## config.mk

```make
export PLATFORM = sky130hd
export DESIGN_NAME = mem_port_arbiter
export DESIGN_NICKNAME = d
export VERILOG_FILES = /design/src/rtl/rv32_pkg.sv /design/src/rtl/arb_streak_counter.sv /design/src/rtl/mem_port_arbiter.sv
export SDC_FILE = /design/constraint.sdc
export NUM_CORES = 1
export LEC_CHECK = 0
export ABC_AREA = 1
export CORE_MARGIN = 2
export CORE_UTILIZATION = 30
export CTS_BUF_LIST = sky130_fd_sc_hd__clkbuf_4 sky130_fd_sc_hd__clkbuf_8 sky130_fd_sc_hd__clkbuf_16
export CTS_CLUSTER_DIAMETER = 200
export DETAILED_ROUTE_END_ITERATION = 8
export PLACE_DENSITY = 0.57
export SLEW_MARGIN = 40
export SYNTH_ARGS = -nofsm -noshare
export SYNTH_HDL_FRONTEND = slang
export SYNTH_SLANG_ARGS = --single-unit
export TNS_END_PERCENT = 10
```

## constraint.sdc

```tcl
create_clock -name clk -period 2.7 [get_ports clk]
set_input_delay 0.54 -clock clk [delete_from_list [all_inputs] [get_ports clk]]
set_output_delay 0.54 -clock clk [all_outputs]
set_load 0.05 [all_outputs]
```

## src/rtl/rv32_pkg.sv

```systemverilog
// Shared constants and types for the RV32I pipeline memory subsystem.
// Holds the arbiter state encoding used by mem_port_arbiter.
package rv32_pkg;

    localparam int XLEN = 32;
    localparam int BE_W = XLEN / 8;

    typedef enum logic [1:0] {
        ARB_IDLE  = 2'd0,
        ARB_FETCH = 2'd1,
        ARB_DATA  = 2'd2
    } arb_state_e;

endpackage

```

## src/rtl/arb_streak_counter.sv

```systemverilog
// Saturating up-counter with synchronous clear, used to track how many data
// grants in a row were issued while a fetch was waiting.
module arb_streak_counter #(
    parameter int MAX_COUNT = 4,
    parameter int CNT_W     = $clog2(MAX_COUNT + 1)
) (
    input  logic             clk,
    input  logic             rst_n,
    input  logic             inc,
    input  logic             clr,
    output logic [CNT_W-1:0] count
);

    localparam logic [CNT_W-1:0] CNT_MAX = CNT_W'(MAX_COUNT);

    // Clear has priority so a fetch grant always restarts the streak.
    always_ff @(posedge clk or negedge rst_n) begin
        if (!rst_n) begin
            count <= '0;
        end else if (clr) begin
            count <= '0;
        end else if (inc && (count != CNT_MAX)) begin
            count <= count + 1'b1;
        end
    end

endmodule

```

## src/rtl/mem_port_arbiter.sv

```systemverilog
// Arbitrates the single unified memory port between IF-stage fetches and
// MEM-stage loads/stores, with a streak limit so fetches cannot starve.
module mem_port_arbiter
    import rv32_pkg::*;
#(
    parameter int ADDR_W          = 32,
    parameter int DATA_W          = 32,
    parameter int MAX_DATA_STREAK = 4
) (
    input  logic                  clk,
    input  logic                  rst_n,

    input  logic                  if_req,
    input  logic [ADDR_W-1:0]     if_addr,
    output logic [DATA_W-1:0]     if_rdata,
    output logic                  if_valid,

    input  logic                  dm_req,
    input  logic                  dm_we,
    input  logic [ADDR_W-1:0]     dm_addr,
    input  logic [DATA_W-1:0]     dm_wdata,
    input  logic [DATA_W/8-1:0]   dm_be,
    output logic [DATA_W-1:0]     dm_rdata,
    output logic                  dm_valid,

    output logic                  mem_req,
    output logic                  mem_we,
    output logic [ADDR_W-1:0]     mem_addr,
    output logic [DATA_W-1:0]     mem_wdata,
    output logic [DATA_W/8-1:0]   mem_be,
    input  logic [DATA_W-1:0]     mem_rdata,
    input  logic                  mem_ready,

    output logic                  stall_if,
    output logic                  stall_mem
);

    localparam int                STREAK_W   = $clog2(MAX_DATA_STREAK + 1);
    localparam logic [STREAK_W-1:0] STREAK_MAX = STREAK_W'(MAX_DATA_STREAK);

    arb_state_e          state;
    logic [STREAK_W-1:0] streak;
    logic                fq;
    logic                dq;
    logic                fetch_forced;
    logic                grant_data;
    logic                grant_fetch;
    logic                streak_inc;
    logic                streak_clr;

    // A requester is ignored in its own completion cycle, otherwise a request
    // still held high while valid pulses would be granted a second time.
    assign fq = if_req & ~if_valid;
    assign dq = dm_req & ~dm_valid;

    assign fetch_forced = fq & (streak == STREAK_MAX);
    assign grant_data   = (state == ARB_IDLE) & dq & ~fetch_forced;
    assign grant_fetch  = (state == ARB_IDLE) & fq & ~grant_data;

    assign streak_inc = grant_data & fq;
    assign streak_clr = (grant_data & ~fq) | grant_fetch;

    assign stall_if  = if_req & ~if_valid;
    assign stall_mem = dm_req & ~dm_valid;

    arb_streak_counter #(
        .MAX_COUNT (MAX_DATA_STREAK),
        .CNT_W     (STREAK_W)
    ) u_streak (
        .clk   (clk),
        .rst_n (rst_n),
        .inc   (streak_inc),
        .clr   (streak_clr),
        .count (streak)
    );

    always_ff @(posedge clk or negedge rst_n) begin
        if (!rst_n) begin
            state     <= ARB_IDLE;
            mem_req   <= 1'b0;
            mem_we    <= 1'b0;
            mem_addr  <= '0;
            mem_wdata <= '0;
            mem_be    <= '0;
            if_valid  <= 1'b0;
            dm_valid  <= 1'b0;
            if_rdata  <= '0;
            dm_rdata  <= '0;
        end else begin
            if_valid <= 1'b0;
            dm_valid <= 1'b0;
            case (state)
                ARB_IDLE: begin
                    if (grant_data) begin
                        state     <= ARB_DATA;
                        mem_req   <= 1'b1;
                        mem_we    <= dm_we;
                        mem_addr  <= dm_addr;
                        mem_wdata <= dm_wdata;
                        mem_be    <= dm_be;
                    end else if (grant_fetch) begin
                        state     <= ARB_FETCH;
                        mem_req   <= 1'b1;
                        mem_we    <= 1'b0;
                        mem_addr  <= if_addr;
                        mem_wdata <= '0;
                        mem_be    <= '1;
                    end
                end
                ARB_FETCH: begin
                    if (mem_ready) begin
                        state    <= ARB_IDLE;
                        mem_req  <= 1'b0;
                        if_valid <= 1'b1;
                        if_rdata <= mem_rdata;
                    end
                end
                ARB_DATA: begin
                    if (mem_ready) begin
                        state    <= ARB_IDLE;
                        mem_req  <= 1'b0;
                        dm_valid <= 1'b1;
                        // Stores return nothing useful; keep the last load value.
                        if (!mem_we) begin
                            dm_rdata <= mem_rdata;
                        end
                    end
                end
                default: begin
                    state   <= ARB_IDLE;
                    mem_req <= 1'b0;
                end
            endcase
        end
    end

endmodule

```

==> out/results.tsv <==
metric	value	unit
status	complete, no violations	
cp.depth	1	
antenna_left	0	
fin_crit_sh	81.77	%
diodes	0	
skew	0.009012	ns
setup_violations	0	
grt_pass1_wl	29770	microns
antenna_found_initial	0	
post_drt_wl_per_cell	14.43	microns
ios	276	
path_max_fanout	3	
critical_path_required	2.16	ns
clk_latency	0.42	ns
seq_area_frac_synth	58.20	%
gp_congestion	0.7544	
cpPeakStageDelay	0.85	ns
hold_class	input port to asynchronous set/reset pin	
path_cells	clkdlybuf4s50_1	
cts_setup_buffers	0	
die_y	146.2	microns
first_pass_iters	4	
worstSetupStartpointType	register	
num_rows	51	
yosys_warnings	0	
synth_cells	728	
grt_pass1_vias	5408	
synth_cell_types	21	
critPathKind	register to output port	
reg2reg_setup_slack	0.88	ns
drv_slew	0	
clock.fmax	0.4529	GHz
worstReg2RegEnd	mem_addr[3]$_DFFE_PN0P_	
final.setup.worst_slack	0.4921	ns
dp_slack	0.5251	ns
cts_tree	built	
root_buffer	clkbuf_16	
layout_common_cells	275 x nand2_1, 272 x clkdlybuf4s50_1, 141 x dfrtp_1	
htreeDepth	4	
routed_wl	18430	microns
worstPathArrival	1.67	ns
vias	5403	
cts.sinks	141	
final_common_cell	nand2_1	
ctsHoldBuffers	0	
viasPerCell	4.231	
end_kind	output port	
cpMaxStageDelayCell	clkdlybuf4s50_1	
track_usage	17.65	%
die_w	146.2	microns
fin_crit	2.208	ns
hold_viol	0	
hpwl	12820	microns
dieArea	21360	sq um
critPathBufInv	1	
worst_pin_slew	0.5889	ns
syn_avg_cell_area	8.327	sq um
drive_gt1_share	5.632	%
core_area	19650	sq um
reg2reg_from	state[0]$_DFFE_PN0P_	
io_buffer_count	275	
drc	0	
initial_utilization	30.84	%
max-cap-violations	0	
cts_resized	0	
ir_drop	0.7072	mV
fin_setup_tns	0	ns
clkTransAtPathRegs	0.07	ns
syn_nets	871	
clock_path_buffers	2	
power_leakage	4.898	nW
cp_top_family	buffers and inverters	
cts_buffers	17	
layout.nets	1142	
ys_ff_latch	141	
drt-initial-drc-count	238	
rsz0062_at_grt	no	
syn-cell-area	6062	sq um
grt-ovfl-total	0	
slew_headroom	60.62	%
area_growth	61.18	%
grt_max_degree	66	
power_density	1370	nW/um^2
num-fill-cells	1937	
rr_worst_depth	8	
[synth_stat cells]
| cell | count | area (sq um) |
|---|---|---|
| nand2_1 | 277 | 1040 |
| dfrtp_1 | 141 | 3528 |
| inv_1 | 118 | 442.9 |
| o21ai_0 | 73 | 365.4 |
| nand3_1 | 66 | 330.3 |
| clkbuf_1 | 15 | 56.30 |
| buf_2 | 9 | 45.04 |
| buf_4 | 6 | 45.04 |
| buf_6 | 5 | 56.30 |
| ha_1 | 5 | 62.56 |
| nand2_2 | 3 | 18.77 |
| a21oi_4 | 1 | 16.27 |
| buf_1 | 1 | 3.750 |
| clkinv_1 | 1 | 3.750 |
| inv_2 | 1 | 3.750 |
| nand3_2 | 1 | 10.01 |
| nor2_1 | 1 | 3.750 |
| nor2_4 | 1 | 11.26 |
| nor3_1 | 1 | 5.000 |
| o21ai_1 | 1 | 5.000 |
| xor2_1 | 1 | 8.760 |
[sequential cells by signal (all words and copies together) (netlist names)]
register        cells
dm_rdata           32
if_rdata           32
mem_addr           32
mem_wdata          32
mem_be              4
u_streak.count      3
state               2
dm_valid            1
if_valid            1
mem_req             1
mem_we              1
[stage by stage]
stage	util (%)	std cells	cell area [sq um]	hold slack (ns)	power [mW]
2_1_floorplan	-	728	6062	0.2444	8.375
3_3_place_gp	46.63	1245	9164	0.4525	11.03
3_5_place_dp	46.63	1245	9164	0.4574	11.06
4_1_cts	49.71	1277	9771	0.1163	13.55
5_1_grt	49.71	1277	9771	0.1317	14.18
6_report	49.71	1277	9771	0.1042	13.38
[metal layers]
| layer | up-vias | track usage, % | share of wire, % |
|---|---|---|---|
| li1 | 2743 | - | - |
| met1 | 2427 | 23.27 | 45 |
| met2 | 215 | 26.04 | 43 |
| met3 | 18 | 7.469 | 10 |
| met4 | 0 | 6.262 | 1.6 |
| met5 | - | 0 | 0 |
[logic make-up after synthesis]
kind of cell	synth area share [%]
compound gates	6.378
xor+xnor	0.1445
fa+ha+maj	1.032
buf+inv	10.84
flops	58.20
simple gates	23.41
[worst max path at each step]
| stage | endpoint | slack [ns] | from |
|---|---|---|---|
| detailed placement | mem_addr[3]$_DFFE_PN0P_ | 0.53 | if_req |
| finish | if_valid | 0.49 | if_valid$_DFF_PN0_ |
| global route | if_valid | 0.41 | if_valid$_DFF_PN0_ |
| global placement | mem_addr[3]$_DFFE_PN0P_ | 0.52 | if_req |
| CTS | if_valid | 0.46 | if_valid$_DFF_PN0_ |
| floorplan | mem_addr[23]$_DFFE_PN0P_ | 0.96 | if_valid$_DFF_PN0_ |
[power by group]
| group | switching [mW] | leakage [nW] | internal [mW] |
|---|---|---|---|
| Combinational | 5.04 | 2.84 | 2.36 |
| Clock | 0.976 | 0.297 | 1.43 |
| Sequential | 0.509 | 1.76 | 3.06 |
[layout make-up]
type,count,area [sq um],area share (%)
Multi-Input combinational cell,431,1882,19.26
Inverter,120,450.4,4.610
Clock inverter,13,153.9,1.575
Sequential cell,141,3528,36.11
Timing Repair Buffer,288,2972,30.41
Tap cell,265,331.6,3.394
Clock buffer,19,452.9,4.636
Power figures use the tool's default switching activity.
==> variant 1 (same flow settings) <==
Reset style: synchronous (`rst_n`), changed in 2 clocked blocks.
--- a/src/rtl/arb_streak_counter.sv
+++ b/src/rtl/arb_streak_counter.sv
@@ -15,5 +15,5 @@
 
     // Clear has priority so a fetch grant always restarts the streak.
-    always_ff @(posedge clk or negedge rst_n) begin
+    always_ff @(posedge clk) begin
         if (!rst_n) begin
             count <= '0;
--- a/src/rtl/mem_port_arbiter.sv
+++ b/src/rtl/mem_port_arbiter.sv
@@ -75,5 +75,5 @@
     );
 
-    always_ff @(posedge clk or negedge rst_n) begin
+    always_ff @(posedge clk) begin
         if (!rst_n) begin
             state     <= ARB_IDLE;
Check against the original RTL: differs if rst_n is asserted again (counterexample within 4 cycles, from zero or initial values and one cycle with rst_n low); with rst_n held inactive, the same outputs for 4 cycles.
==> variant 1 against the original RTL <==
- worst setup slack got worse by 0.010 ns
- routed wire length up 9.5%
- cell area is 3.2% lower
- synthesized area down 3.8%
- via count up 11%
- utilization down 0.65 points
- worst hold slack improved by 0.36 ns
- maximum frequency shrank 0.45%
- sequential cell count stayed put
Power is not compared: it rests on default switching activity, and its combinational part moved more than twofold at a synthesized area within 25%.
==> variant 1: results (changes against the original RTL) <==
First-iteration detailed-routing DRC count = 246 (+3.4%)
Fin Hold WS = 0.4607 ns (+0.3565 ns)
Slew at the pin closest to its max-slew limit = 0.6641 ns (+0.07524 ns)
Mapped Nets = 965 (+11%)
Routability Congestion = 0.8064 (+6.9%)
Clock transition at path regs = 0.06 ns
HPWL after DPL = 13,740 um (+7.2%)
Share of layout cells above drive strength 1 = 5.566% (-0.067 points)
Status = finished clean
Router iterations before antenna repair = 5 (+1)
Largest net degree at the start of global routing = 53 (-20%)
Pre-CTS setup slack = 0.5146 ns (-0.01054 ns)
Sequential area share after synthesis = 48.39% (-9.8 points)
Hold crit path type = flop to flop
Reg2Reg Setup Slack = 0.85 ns (-0.03 ns)
GR Util All Layers = 19.01% (+1.4 points)
Die W = 143.4 um (-1.9%)
Ys async rst share = 0% (-100 points)
Number of fill cells = 1,917 (-1.0%)
Fin cells = 1,361 (+6.6%)
Final layout net count = 1,226 (+7.4%)
Critical Path Source = if_valid$_SDFF_PN0_
WL/cell = 14.83 um (+2.7%)
Placed Cells = 1,329 (+6.7%)
Vias in the first global route = 5,615 (+3.8%)
Synth cell types = 19 (-9.5%)
Final Skew = 0.008967 ns (-0.00004527 ns)
Vias = 6,014 (+11%)
Met3 Resource Use GR = 7.231% (-0.24 points)
Reg2reg end = mem_addr[14]$_SDFFE_PN0P_
First-pass GRT wire length = 30,680 um (+3.1%)
Synth top cells by count = nand2_1 (185), nor2_1 (143), dfxtp_1 (141)
Setup crit end = if_valid
Syn Area/Cell = 7.096 um2 (-15%)
Largest cells by area after synthesis = dfxtp_1 (48%), nand2_1 (12%), nor2_1 (9.2%)
Placement Cell Area = 8870 um2 (-3.2%)
Hold Path Depth = 2
Worst r2r src = u_streak.count[0]$_SDFFE_PP0P_
==> variant 1: cells by family (layout without fill, tap and decap cells) <==
kind of cell	count (synthesis)	count (layout)	synth area share [%]
and+or+nand+nor	435	435	32.11
AOI/OAI and AO/OA	106	106	9.159
buffers and inverters	135	409	9.266
DFF	141	141	48.39
adders and majority gates	5	5	1.073
==> variant 1: final cells by class <==
| class | count | area, um2 | share of cell area (%) |
|---|---|---|---|
| clock inverters | 13 | 137.6 | 1.456 |
| inverters | 84 | 315.3 | 3.335 |
| well taps | 265 | 331.6 | 3.507 |
| multi-input cells | 546 | 2472 | 26.15 |
| clock buffers | 19 | 446.7 | 4.725 |
| repair buffers | 293 | 2928 | 30.97 |
| flip-flops and latches | 141 | 2823 | 29.86 |
==> variant 1: per-layer routing <==
layer,up-vias,share of wire (%)
met5,-,0
met4,0,1.4
met2,209,46
met1,2696,43
met3,18,9.9
li1,3091,-
==> variant 2 (same settings) <==
Without the edit above. `ADDR_W`: 32 -> 16.
--- a/src/rtl/mem_port_arbiter.sv
+++ b/src/rtl/mem_port_arbiter.sv
@@ -4,5 +4,5 @@
     import rv32_pkg::*;
 #(
-    parameter int ADDR_W          = 32,
+    parameter int ADDR_W          = 16,
     parameter int DATA_W          = 32,
     parameter int MAX_DATA_STREAK = 4
Ports: changed (resized dm_addr, if_addr and mem_addr); port bits go from 276 to 228. No check against the original RTL was run, so the function may have changed too.
==> variant 2 against the original RTL <==
- sequential share of layout area up 1.7 points
- non-clock buffer count down 53
- sequential cell count down 16
- combinational power down 17%
- routed wire length down 21%
- worst setup slack worse by 0.0075 ns
- synthesized area down 15%
- sequential power down 12%
- worst hold slack worse by 0.050 ns
- final cell count down 18%
- cell area down 15%
- total power down 13%
- via count down 16%
- largest cell class unchanged
- largest power group unchanged
==> variant 2: results (changes against the original RTL) <==
Max Root-Sink Buffers = 2 (unchanged)
Router iterations before antenna repair = 4 (unchanged)
Met3 Resource Use GR = 7.395% (-0.074 points)
Wire length on met1 = 6385 um (-23%)
PostCTS Resize Cnt = 0 (unchanged)
Worst-path fanout max = 3 (unchanged)
Xor/xnor share of the synthesized area = 0.1703% (+0.026 points)
Slowest cell on crit path = clkdlybuf4s50_1
Worst r2r src = state[0]$_DFFE_PN0P_
Final Skew = 0.005674 ns (-0.003338 ns)
Fin Hold WS = 0.05425 ns (-0.04992 ns)
Slew HR = 53.79% (-6.8 points)
Number of fill cells = 1,568 (-19%)
Final layout net count = 929 (-19%)
Vias = 4,524 (-16%)
Met2 wire length = 6318 um (-20%)
Total leakage power = 4.093 nW (-16%)
Reg2reg end = mem_wdata[28]$_DFFE_PN0P_
Mapped Nets = 701 (-20%)
Largest cells by area after synthesis = dfrtp_1 (61%), nand2_1 (17%), o21ai_0 (7.0%)
Vias in the first global route = 4,577 (-15%)
First-pass GRT wire length = 23,270 um (-22%)
Top Metal Used = met4
Reg2Reg Setup Slack = 0.70 ns (-0.18 ns)
GRT met2 Usage = 25.04% (-1.0 points)
Routability Congestion = 0.7878 (+4.4%)
Placed Cells = 1,019 (-18%)
DR vias/cell = 4.304 (+1.7%)
Number of I/O port buffers = 227 (-17%)
WL/cell = 13.91 um (-3.6%)
Compound-cell area share of the yosys netlist = 7.516% (+1.1 points)
GR Util All Layers = 16.36% (-1.3 points)
Synth Area in Adders = 1.216% (+0.18 points)
Met3 wire len = 1688 um (-13%)
Status = finished clean
Hold crit path type = input pin to async pin
Largest net degree at the start of global routing = 66 (unchanged)
CTS H-Tree Depth = 4 (unchanged)
CTS Root Cell = clkbuf_16
Depth of the most critical reg-to-reg path = 7 (-1)
Synth Warn # = 0 (unchanged)
Share of layout cells above drive strength 1 = 6.378% (+0.75 points)
Antenna violations before repair = 0 (unchanged)
Worst path max stage delay = 0.83 ns (-0.02 ns)
Sequential area share after synthesis = 60.81% (+2.6 points)
GR Util met1 = 20.42% (-2.9 points)
Synth top cells by count = nand2_1 (229), dfrtp_1 (125), inv_1 (86)
Max rail drop VDD = 0.7583 mV (+7.2%)
Syn Area/Cell = 8.718 um2 (+4.7%)
First-iteration detailed-routing DRC count = 225 (-5.5%)
HPWL after DPL = 10,390 um (-19%)
==> variant 2: through the flow <==
step	instance area, um2	util (%)	setup slack (ns)
after global routing	8268	49.51	0.4163
after CTS	8267	49.50	0.4478
final	8268	49.51	0.4846
after detailed placement	7642	45.76	0.4671
after global placement	7642	45.76	0.5224
after floorplan	5144	-	0.9688
==> variant 2: layout make-up <==
| type | count | area [um2] | share of cell area, % |
|---|---|---|---|
| clock buffers | 22 | 488.0 | 5.902 |
| clock inverters | 10 | 136.4 | 1.650 |
| inverters | 88 | 331.6 | 4.010 |
| multi-input cells | 351 | 1546 | 18.70 |
| flip-flops and latches | 125 | 3128 | 37.83 |
| well taps | 220 | 275.3 | 3.329 |
| repair buffers | 235 | 2362 | 28.57 |
==> variant 2: report_power, final <==
part           leakage (nW)  switching [W]  internal, W  total, W
combinational          2.22        0.00424      0.00193   0.00617
clock                 0.302       0.000824      0.00156   0.00238
sequential             1.57       0.000457      0.00270   0.00315
